$ cat src/rtl/divider_pkg.sv
// Shared MULT/DIV constants: state encodings, default width and all-ones pattern.
package divider_pkg;

  localparam int unsigned DIV_WIDTH = 32;
  localparam logic [DIV_WIDTH-1:0] ALL_ONES = '1;

  typedef enum logic [1:0] {
    IDLE = 2'd0,
    ITER = 2'd1,
    FIX  = 2'd2,
    ZDIV = 2'd3
  } div_state_e;

endpackage

$ cat src/rtl/divider_step.sv
// One restoring division iteration: shift {r,q} left, subtract divisor if it fits.
module divider_step #(
  parameter int unsigned WIDTH = 32
) (
  input  logic [WIDTH:0]   r,
  input  logic [WIDTH-1:0] q,
  input  logic [WIDTH:0]   b,
  output logic [WIDTH:0]   r_next,
  output logic [WIDTH-1:0] q_next
);

  logic [2*WIDTH:0] rq_sh;
  logic [WIDTH:0]   r_sh;

  assign rq_sh = {r, q} << 1;
  assign r_sh  = rq_sh[2*WIDTH:WIDTH];

  // Trial subtraction; the quotient bit records whether it succeeded.
  always_comb begin
    r_next = r_sh;
    q_next = rq_sh[WIDTH-1:0];
    if (r_sh >= b) begin
      r_next    = r_sh - b;
      q_next[0] = 1'b1;
    end
  end

endmodule

$ cat src/rtl/divider.sv
// Multi-cycle signed restoring divider (MIPS DIV: Lo=quotient, Hi=remainder).
// Optional DIVIDER_UNSIGNED_EN adds unsigned_op for DIVU semantics.
module divider
  import divider_pkg::*;
#(
  parameter int unsigned WIDTH = DIV_WIDTH
) (
  input  logic             clk,
  input  logic             reset,
  input  logic             start,
  input  logic [WIDTH-1:0] A,
  input  logic [WIDTH-1:0] B,
`ifdef DIVIDER_UNSIGNED_EN
  input  logic             unsigned_op,
`endif
  output logic [WIDTH-1:0] Hi,
  output logic [WIDTH-1:0] Lo,
  output logic             busy,
  output logic             done,
  output logic             div0
);

  localparam int unsigned CNT_W = $clog2(WIDTH) + 1;

  div_state_e       state;
  logic [CNT_W-1:0] counter;
  logic [WIDTH:0]   r_q;
  logic [WIDTH-1:0] q_q;
  logic [WIDTH:0]   b_mag;
  logic [WIDTH-1:0] a_raw;
  logic             sq;
  logic             sr;

  logic             uns;
  logic             neg_a;
  logic             neg_b;
  logic [WIDTH-1:0] abs_a;
  logic [WIDTH-1:0] abs_b;
  logic [WIDTH:0]   r_next;
  logic [WIDTH-1:0] q_next;
  logic [WIDTH-1:0] r_lo;

`ifdef DIVIDER_UNSIGNED_EN
  assign uns = unsigned_op;
`else
  assign uns = 1'b0;
`endif

  // Operand magnitudes; -2^(WIDTH-1) maps to 2^(WIDTH-1) as an unsigned value.
  assign neg_a = A[WIDTH-1] & ~uns;
  assign neg_b = B[WIDTH-1] & ~uns;
  assign abs_a = neg_a ? -A : A;
  assign abs_b = neg_b ? -B : B;
  assign r_lo  = r_q[WIDTH-1:0];

  divider_step #(.WIDTH(WIDTH)) u_step (
    .r      (r_q),
    .q      (q_q),
    .b      (b_mag),
    .r_next (r_next),
    .q_next (q_next)
  );

  // Control FSM and datapath registers; a start always wins and restarts the op.
  always_ff @(posedge clk or negedge reset) begin
    if (!reset) begin
      state   <= IDLE;
      counter <= '0;
      r_q     <= '0;
      q_q     <= '0;
      b_mag   <= '0;
      a_raw   <= '0;
      sq      <= 1'b0;
      sr      <= 1'b0;
      Hi      <= '0;
      Lo      <= '0;
      busy    <= 1'b0;
      done    <= 1'b0;
      div0    <= 1'b0;
    end else begin
      done <= 1'b0;
      if (start) begin
        a_raw   <= A;
        q_q     <= abs_a;
        b_mag   <= {1'b0, abs_b};
        sq      <= neg_a ^ neg_b;
        sr      <= neg_a;
        r_q     <= '0;
        counter <= CNT_W'(WIDTH);
        div0    <= 1'b0;
        busy    <= 1'b1;
        state   <= (B == '0) ? ZDIV : ITER;
      end else begin
        case (state)
          IDLE: begin
          end
          ITER: begin
            r_q     <= r_next;
            q_q     <= q_next;
            counter <= counter - CNT_W'(1);
            if (counter == CNT_W'(1)) state <= FIX;
          end
          FIX: begin
            Lo    <= sq ? -q_q : q_q;
            Hi    <= sr ? -r_lo : r_lo;
            done  <= 1'b1;
            busy  <= 1'b0;
            state <= IDLE;
          end
          ZDIV: begin
            Hi    <= a_raw;
            Lo    <= WIDTH'(ALL_ONES);
            div0  <= 1'b1;
            done  <= 1'b1;
            busy  <= 1'b0;
            state <= IDLE;
          end
          default: state <= IDLE;
        endcase
      end
    end
  end

endmodule
$ cat config.mk
export PLATFORM = sky130hd
export DESIGN_NAME = divider
export DESIGN_NICKNAME = d
export VERILOG_FILES = /design/src/rtl/divider_pkg.sv /design/src/rtl/divider_step.sv /design/src/rtl/divider.sv
export SDC_FILE = /design/constraint.sdc
export NUM_CORES = 1
export LEC_CHECK = 0
export CORE_ASPECT_RATIO = 0.75
export CORE_MARGIN = 3
export CORE_UTILIZATION = 45
export DETAILED_ROUTE_END_ITERATION = 16
export HOLD_SLACK_MARGIN = 0.03
export PLACE_DENSITY = 0.64
export SLEW_MARGIN = 20
export SYNTH_ARGS = -nofsm -noshare
export SYNTH_HDL_FRONTEND = slang
export SYNTH_SLANG_ARGS = --single-unit
$ cat constraint.sdc
create_clock -name clk -period 6.5 [get_ports clk]
set_input_delay 1.625 -clock clk [delete_from_list [all_inputs] [get_ports clk]]
set_output_delay 1.625 -clock clk [all_outputs]
set_load 0.1 [all_outputs]
* After elaboration in Yosys (flattened, before gate mapping)
Cells that the tools add are included.
** Cells by class
- $add $sub $neg :: 6
- Multiply operators :: 0
- Divide/modulo/power cells :: 0
- Magnitude comparators :: 1
- Equal/unequal tests :: 5
- Shifts and indexed selects :: 0
- Muxes and demuxes :: 24
- Bitwise logic cells :: 2
- Reductions and logical operators :: 9
** Operators with widths (number)
- two-way mux 32 bit :: 9
- negator 32 bit :: 4
- case mux 32 bit (2 select lines) :: 2
- >= comparator 33 x 32 -> 1 bit :: 1
- logical NOT 32 bit :: 1
- subtractor 32 bit :: 1
- two-way mux 6 bit :: 2
- nonzero test 2 bit :: 4
- two-way mux 1 bit :: 7
- == test 6 x 1 -> 1 bit (second input constant) :: 1
- two-way mux 2 bit :: 3
- subtractor 6 x 1 -> 6 bit (second input constant) :: 1
- == test 2 bit (second input constant) :: 2
- case mux 2 bit (2 select lines) :: 1
- AND reduction 2 bit :: 2
- != test 3 bit (second input constant) :: 1
- nonzero test 3 bit :: 1
- == test 2 x 1 -> 1 bit (second input constant) :: 1
- OR reduction 2 bit :: 1
- inverter 1 bit :: 1
- bitwise XOR 1 bit :: 1
** Word-level totals
- Register bits :: 205
- Bits in latches :: 0
- Bits in writable memories :: 0
- ROM bits :: 0
- Bits of input ports :: 67
- Output and inout port bits :: 67
- Word-level logic and storage cells :: 60
- Memories :: 0

* Longest topological paths before layout
Gate-level depths: netlist of run 1.
- Word-level depth :: 4
- Mapped depth :: 13
- Depth with buffers taken out :: 12

* Cells and area by module
From an unflattened synthesis of run 1, not the netlist that was laid out.
** Second synthesis, totals
- Cells, all modules :: 1543
- Area total of the unflattened synthesis :: 13514.2 um2
** Modules (own cells, without submodules)
- divider :: times used 1, cells each 1196, area each 10988.0 um2, seq. area each 5129.9 um2
- divider_step :: times used 1, cells each 347, area each 2526.2 um2, seq. area each 0.0 um2

* Least setup slack after synthesis of run 1
OpenSTA, ideal clock, no wires.
- Kind :: input -> register
- Start :: input port A[12]
- End :: register q_q[27]
- Setup time :: 0.137 ns
- Data arrival time :: 4.002 ns
- Data required time :: 6.363 ns
- Path slack :: 2.361 ns
- Cell stages on the path :: 8
- Buffers on the path :: 0
- Cell sequence :: or4_4 > or4_4 > or4b_4 > or2_1 > nand2b_4 > o31ai_1 > xor2_1 > a21oi_1
** On the way
- Longest elaborated chain between the ends :: 3
** Ends and longest elaborated chain
- start: declaration :: line divider.sv:11 : input logic [WIDTH-1:0] A,
- negator 32 bit :: line divider.sv:52 : assign abs_a = neg_a ? -A : A;
- two-way mux 32 bit :: line divider.sv:52
- two-way mux 32 bit :: line divider.sv:82 : if (start) begin
- end signal: assignment :: line divider.sv:84 : q_q <= abs_a;
- end signal: assignment :: line divider.sv:99 : q_q <= q_next;
- end: declaration :: line divider.sv:28 : logic [WIDTH-1:0] q_q;
Every way passes these cells.
A chain may end at the register's enable or synchronous reset.

* Worst setup path in the final report of run 1
- Start :: input port A[10]
- End :: register q_q[27]
Same word-level chain as after synthesis.

==> results of run 1 <==
==> through the flow <==
stage / cells / utilization [%] / setup slack (ns)
2_1_floorplan: 1496 / - / 2.361
3_3_place_gp: 1940 / 51.65 / 1.697
3_5_place_dp: 1940 / 51.65 / 1.654
4_1_cts: 1983 / 54.60 / 2.211
5_1_grt: 1984 / 54.71 / 2.039
6_report: 1984 / 54.71 / 2.165
==> flip-flops by register name (all words and copies together) (netlist names), 2 cells and up <==
signal / cells
Hi: 32
Lo: 32
a_raw: 32
b_mag: 32
counter: 6
q_q: 32
r_q: 32
state: 2
==> worst max-delay path, cell delays in order <==
cell and delay (ns):
sky130_fd_sc_hd__clkdlybuf4s50_1 0.49, sky130_fd_sc_hd__or4_4 0.57, sky130_fd_sc_hd__or4_4 0.46, sky130_fd_sc_hd__or4b_4 0.57, sky130_fd_sc_hd__or2_1 0.26, sky130_fd_sc_hd__nand2b_4 0.18, sky130_fd_sc_hd__o31ai_1 0.31, sky130_fd_sc_hd__xor2_1 0.17
sky130_fd_sc_hd__a21oi_1 0.08
==> cell usage after synthesis, drive strengths merged (26+ instances only) <==
master | instances | area [µm²]
a21o | 26 | 195.2
a21oi | 138 | 690.7
clkbuf | 70 | 262.8
dfrtp | 204 | 5105
ha | 38 | 475.5
inv | 59 | 221.5
mux2 | 32 | 360.4
nand2 | 157 | 589.3
nor2 | 158 | 593.1
o21ai | 111 | 555.5
o31ai | 33 | 247.7
or3 | 26 | 162.7
xnor2 | 47 | 411.6
xor2 | 90 | 788.3
==> layout make-up <==
cell class                      count  area [µm²]
Inverter                           61       229.0
Clock inverter                      5       75.07
Timing Repair Buffer              147        1486
Sequential cell                   204        5105
Clock buffer                       38       754.5
Tap cell                          385       481.7
Fill cell                        2622       12730
Multi-Input combinational cell   1144        7251
==> cell families after synthesis <==
| kind of cell | after synthesis |
|---|---|
| AND/OR/NAND/NOR | 480 |
| multiplexers | 54 |
| flip-flops | 204 |
| AO/OA/AOI/OAI | 434 |
| buffers and inverters | 148 |
| XOR/XNOR | 137 |
| adder cells (fa/ha/maj) | 39 |
==> report_power, final <==
| part | switching (mW) | internal, mW |
|---|---|---|
| Sequential | 0.428 | 1.63 |
| Combinational | 2.70 | 1.25 |
| Clock | 0.542 | 0.870 |
| Total | 3.67 | 3.75 |
==> metal layers <==
layer / vias to the layer above / GRT usage (%) / share of wire, %
met1: 5545 / 36.58 / 50
met4: 2 / 4.150 / 1.6
met5: - / 0 / 0.025
met2: 363 / 34.20 / 42
li1: 5521 / - / -
met3: 43 / 4.207 / 6.9
==> how the worst min path moves through the flow <==
stage                                from                    end  slack (ns)  cells after the start
CTS                    Lo[22]$_DFFE_PN0P_     Lo[22]$_DFFE_PN0P_        0.49                      2
global route           Lo[22]$_DFFE_PN0P_     Lo[22]$_DFFE_PN0P_        0.50                      2
detailed placement     Lo[22]$_DFFE_PN0P_     Lo[22]$_DFFE_PN0P_        0.47                      2
finish                 Lo[22]$_DFFE_PN0P_     Lo[22]$_DFFE_PN0P_        0.49                      2
global placement       Hi[11]$_DFFE_PN0P_     Hi[11]$_DFFE_PN0P_        0.46                      2
floorplan           a_raw[27]$_DFFE_PN0P_  a_raw[27]$_DFFE_PN0P_        0.47                      1
==> metrics.md, run 1 <==
| Metric | Value |
|---|---|
| Clock latency on the worst-skew pair | `0.53 ns` |
| Resized cells post-CTS | `0` |
| Register area share after synthesis | `39.57%` |
| Nature of the critical path startpoint | `primary input` |
| Post-synthesis mux area share | `4.500%` |
| Wire length reported by the detailed router | `36.45 mm` |
| Most frequent standard cell in the layout excluding fill and tap cells | `sky130_fd_sc_hd__dfrtp_1` |
| Max Fclk | `230.7 MHz` |
| Setup crit end kind | `register` |
| Drt initial violations | `912` |
| Static Leakage | `6.748 nW` |
| Count of mapped cells out of synthesis | `1496` |
| Final Hold Violating Endpoints | `0` |
| Simple-Gate Fraction of Synth Area | `17.38%` |
| Core Footprint | `0.02812 mm²` |
| Final clock skew | `0.01287 ns` |
| Antenna diode count | `0` |
| Max Buffers Root-to-Sink | `3` |
| Number of levels in the clock H-tree | `1` |
| DPL Wire Length | `26.21 mm` |
| R2r startpoint | `q_q[31]$_DFFE_PN0P_` |
| Synthesized netlist net count | `1602` |
| Hold WS | `0.4903 ns` |
| Maximum VDD drop | `353.2 µV` |
| Synth async-reset ratio | `100.0%` |
| IO buf count | `133` |
| Growth of design area from synthesis to finish | `19.22%` |
| Number of clock buffers inserted by TritonCTS | `24` |
| Starting density of the core | `45.89%` |
| Slew at the pin closest to its max-slew limit | `1.010 ns` |
| Area of the die | `0.03076 mm²` |
| Floorplan die width | `201.5 µm` |
| Ratio of cells with drive above 1 in the final layout | `6.629%` |
| Aggregate global-route resource usage | `23.42%` |
| Final Net Count | `1688` |
| Synth unique cells | `68` |
| Class of the tightest hold or removal check | `reg -> reg` |
| Count of antenna-violating nets left after detailed routing | `0` |
| Sum of negative setup slack | `0 ns` |
| Total power | `7.425 mW` |
| Via count of the first global-routing pass | `10.81k` |
| Adder-cell share of the synthesized area | `3.840%` |
| End point of the critical path | `q_q[27]$_DFFE_PN0P_` |
| Most frequent cells in the layout | `204 x sky130_fd_sc_hd__dfrtp_1, 156 x sky130_fd_sc_hd__nor2_1, 156 x sky130_fd_sc_hd__nand2_1` |
| Mean area per synthesized cell | `8.625 µm²` |
| Setup repair after global routing missed its margin | `no` |
| Post-synth EDFFs | `0` |
| Antenna violations before repair | `1` |
| Hold buffer count at CTS | `0` |
| Dominant combinational cell family by area after synthesis | `compound AO/OA/AOI/OAI gates` |
| Vias after detailed routing | `11.47k` |
| Share of the clock period used by the worst path after layout | `66.69%` |
| Crit path launch | `A[10]` |
| Number of cell rows | `53` |
| Syn. warnings | `0` |
| First-pass detailed-route iteration total | `5` |
| CTS tree | `built` |
| Register-to-Register Path Depth | `11` |
| Final Wtd Congestion | `0.9264` |
| Most used DFF post-synth | `sky130_fd_sc_hd__dfrtp_1` |
| Max Fanout on Critical Path | `5` |
| Fraction of synthesized cell area in xor and xnor cells | `9.300%` |
| Clock-pin transition on the worst setup and hold timing paths | `0.06 ns` |
| Crit path time final | `4.335 ns` |
| Final max-slew violation count | `0` |
| Max_slew headroom | `32.64%` |
| Design area | `0.01538 mm²` |
| Postcts setup bufs | `0` |
| Number of remaining DRC errors | `0` |
| Overflow left after global routing | `0` |
| Endpoint arrival time on the critical path | `4.72 ns` |
| Crit path kind | `in -> reg` |
| Pin count of the biggest net entering global routing | `141` |
| Total standard cell area after synthesis | `0.01290 mm²` |
| Max cap viols | `0` |
| Result of the run | `completed` |
| Boundary Pins | `134` |
| Compound-gate portion of the synthesized area | `21.06%` |
| Power per cell area | `482.7 mW/mm²` |
| Sinks on Clock Net | `204` |
| Cell area after placement | `0.01452 mm²` |
| Crit Reg-Reg Endpoint | `r_q[27]$_DFFE_PN0P_` |
| DR WL/cell | `18.37 µm` |
| Register-to-register setup slack | `2.34 ns` |
| Required @ worst endpoint | `6.88 ns` |
| Detailed-route vias per instance | `5.783` |
| Global-route wire length before repair | `59.38 mm` |
| Clock root cell | `sky130_fd_sc_hd__clkbuf_16` |
| Die height | `152.6 µm` |
| Number of storage elements in the synthesis netlist | `204` |
| Setup-failing EPs final | `0` |
(Power assumes the default switching activity.)
==> run 2: changes to the inputs <==
==> constraint.sdc (replaced) <==
create_clock -name clk -period 4.2 [get_ports clk]
set_input_delay 1.05 -clock clk [delete_from_list [all_inputs] [get_ports clk]]
set_output_delay 1.05 -clock clk [all_outputs]
set_load 0.1 [all_outputs]
==> run 2 against run 1 <==
  * Cell count is 0.66% higher
  * Non-clock buffer count is 16 higher
  * Hold slack better by 0.0013 ns
  * Sequential share of layout area down 0.099 points
  * Critical path depth stayed put
  * Design area up 0.30%
  * First-iteration DRC count grew 1.4%
  * Routed wire length decreased by 0.44%
  * Sequential power increased by 54%
  * Register-to-register slack got worse by 1.8 ns
  * Via count rose by 0.10%
  * Utilization is 0.16 points higher
  * Critical path type unchanged
  * Highest routed layer unchanged
==> metrics.md, run 2 (synthesis results as in run 1) <==
| Metric | Value |
|---|---|
| Floorplan die width | `201.5 µm` |
| Cell count after placement | `1957` |
| Pin count of the biggest net entering global routing | `84` |
| Vias after detailed routing | `11.49k` |
| Total power | `11.42 mW` |
| Hold buffer count at CTS | `0` |
| Slew at the pin closest to its max-slew limit | `1.073 ns` |
| Number of remaining DRC errors | `0` |
| Sinks on Clock Net | `204` |
| Max Fanout on Critical Path | `5` |
| Final standard cell count with taps included and fillers excluded | `1997` |
| CTS tree | `built` |
| Busiest grt layer | `met1` |
| Via count of the first global-routing pass | `10.84k` |
| Final clock skew | `0.01290 ns` |
| Number of cell rows | `53` |
| Boundary Pins | `134` |
| Number of levels in the clock H-tree | `1` |
| Nature of the critical path startpoint | `primary input` |
| Aggregate global-route resource usage | `23.27%` |
| Starting density of the core | `45.89%` |
| DR WL/cell | `18.17 µm` |
| Count of antenna-violating nets left after detailed routing | `0` |
| Setup-failing EPs final | `0` |
| Wire length reported by the detailed router | `36.29 mm` |
| Max Buffers Root-to-Sink | `3` |
| Class of the tightest hold or removal check | `reg -> reg` |
| Growth of design area from synthesis to finish | `19.58%` |
| Maximum VDD drop | `547.2 µV` |
| Antenna diode count | `0` |
| Clock-pin transition on the worst setup and hold timing paths | `0.06 ns` |
| Crit path kind | `in -> reg` |
| IO buf count | `133` |
| First-pass detailed-route iteration total | `5` |
| Final Net Count | `1703` |
| Ratio of cells with drive above 1 in the final layout | `7.320%` |
| Setup WS post-layout | `0.4991 ns` |
| Endpoint arrival time on the critical path | `4.06 ns` |
| Drt initial violations | `925` |
| Power per cell area | `740.2 mW/mm²` |
| Antenna violations before repair | `1` |
| Postcts setup bufs | `0` |
| Max Fclk | `270.2 MHz` |
| GR Layer Usage met2 | `34.42%` |
| Share of the core filled with cells in the final layout | `54.87%` |
| Die height | `152.6 µm` |
| Resized cells post-CTS | `0` |
| Clock root cell | `sky130_fd_sc_hd__clkbuf_16` |
| Required @ worst endpoint | `4.56 ns` |
| Clock latency on the worst-skew pair | `0.51 ns` |
| Global Route met1 Usage | `36.13%` |
| Share of the clock period used by the worst path after layout | `88.12%` |
| Max_slew headroom | `28.27%` |
| Final Wtd Congestion | `0.8997` |
| Max cap viols | `0` |
| Global-route wire length before repair | `59.41 mm` |
| Setup crit end kind | `register` |
| Overflow left after global routing | `0` |
| Result of the run | `completed` |
| Static Leakage | `6.789 nW` |
| DPL Wire Length | `26.62 mm` |
| Core Footprint | `0.02812 mm²` |
| Setup repair after global routing missed its margin | `no` |
| Most frequent cells in the layout | `204 x sky130_fd_sc_hd__dfrtp_1, 157 x sky130_fd_sc_hd__nand2_1, 156 x sky130_fd_sc_hd__nor2_1` |
| Sum of negative setup slack | `0 ns` |
| Final max-slew violation count | `0` |
| Area of the die | `0.03076 mm²` |
| Most frequent standard cell in the layout excluding fill and tap cells | `sky130_fd_sc_hd__dfrtp_1` |
| Crit path time final | `3.701 ns` |
| Number of clock buffers inserted by TritonCTS | `23` |
| Met3 Use GR | `4.313%` |
| Final Hold Violating Endpoints | `0` |
| Detailed-route vias per instance | `5.752` |
| Minimum setup slack after placement | `0.01605 ns` |
-- run 2: stage by stage --
| stage | instance area [µm²] | hold WS, ns |
|---|---|---|
| after floorplan | 12900 | 0.4744 |
| after global placement | 14660 | 0.4728 |
| after detailed placement | 14660 | 0.4775 |
| after CTS | 15430 | 0.4934 |
| after global routing | 15430 | 0.5093 |
| final | 15430 | 0.4916 |
-- run 2: final cells by class --
cell class	instances	area, µm²
Timing Repair Buffer	163	1599
Tap cell	385	481.7
Sequential cell	204	5105
Inverter	61	229.0
Clock buffer	35	690.7
Multi-Input combinational cell	1144	7248
Fill cell	2611	12690
Clock inverter	5	75.07
-- run 2: power by group --
group	switching (mW)	leakage (nW)	internal (mW)	total, mW
Clock	0.817	0.380	1.25	2.07
Sequential	0.657	2.50	2.52	3.18
Combinational	4.21	3.91	1.97	6.18
-- run 2: final timing paths --
| check | startpoint | end | slack [ns] | depth (start not counted) |
|---|---|---|---|---|
| setup / recovery | A[10] | q_q[27]$_DFFE_PN0P_ | 0.50 | 9 |
| hold / removal | Lo[22]$_DFFE_PN0P_ | Lo[22]$_DFFE_PN0P_ | 0.49 | 2 |
| setup reg to reg | r_q[3]$_DFFE_PN0P_ | r_q[27]$_DFFE_PN0P_ | 0.54 | 10 |
| hold reg to reg | Lo[22]$_DFFE_PN0P_ | Lo[22]$_DFFE_PN0P_ | 0.49 | 2 |
| max in group asynchronous | reset | q_q[1]$_DFFE_PN0P_ | 2.79 | 2 |
| min in group asynchronous | reset | b_mag[27]$_DFFE_PN0P_ | 0.60 | 1 |
-- run 2: critical path, stage by stage --
cell and delay (ns):
sky130_fd_sc_hd__clkdlybuf4s50_1 0.44, sky130_fd_sc_hd__or4_4 0.52, sky130_fd_sc_hd__or4_4 0.47, sky130_fd_sc_hd__or4b_4 0.58
sky130_fd_sc_hd__or2_1 0.27, sky130_fd_sc_hd__nand2b_4 0.18, sky130_fd_sc_hd__o31ai_1 0.30, sky130_fd_sc_hd__xor2_1 0.17
sky130_fd_sc_hd__a21oi_1 0.09
-- run 2: per-layer routing --
metal | up-vias | part of all wire [%]
li1 | 5532 | -
met1 | 5580 | 49
met2 | 335 | 43
met3 | 37 | 6.9
met4 | 2 | 1.4
met5 | - | 0.036
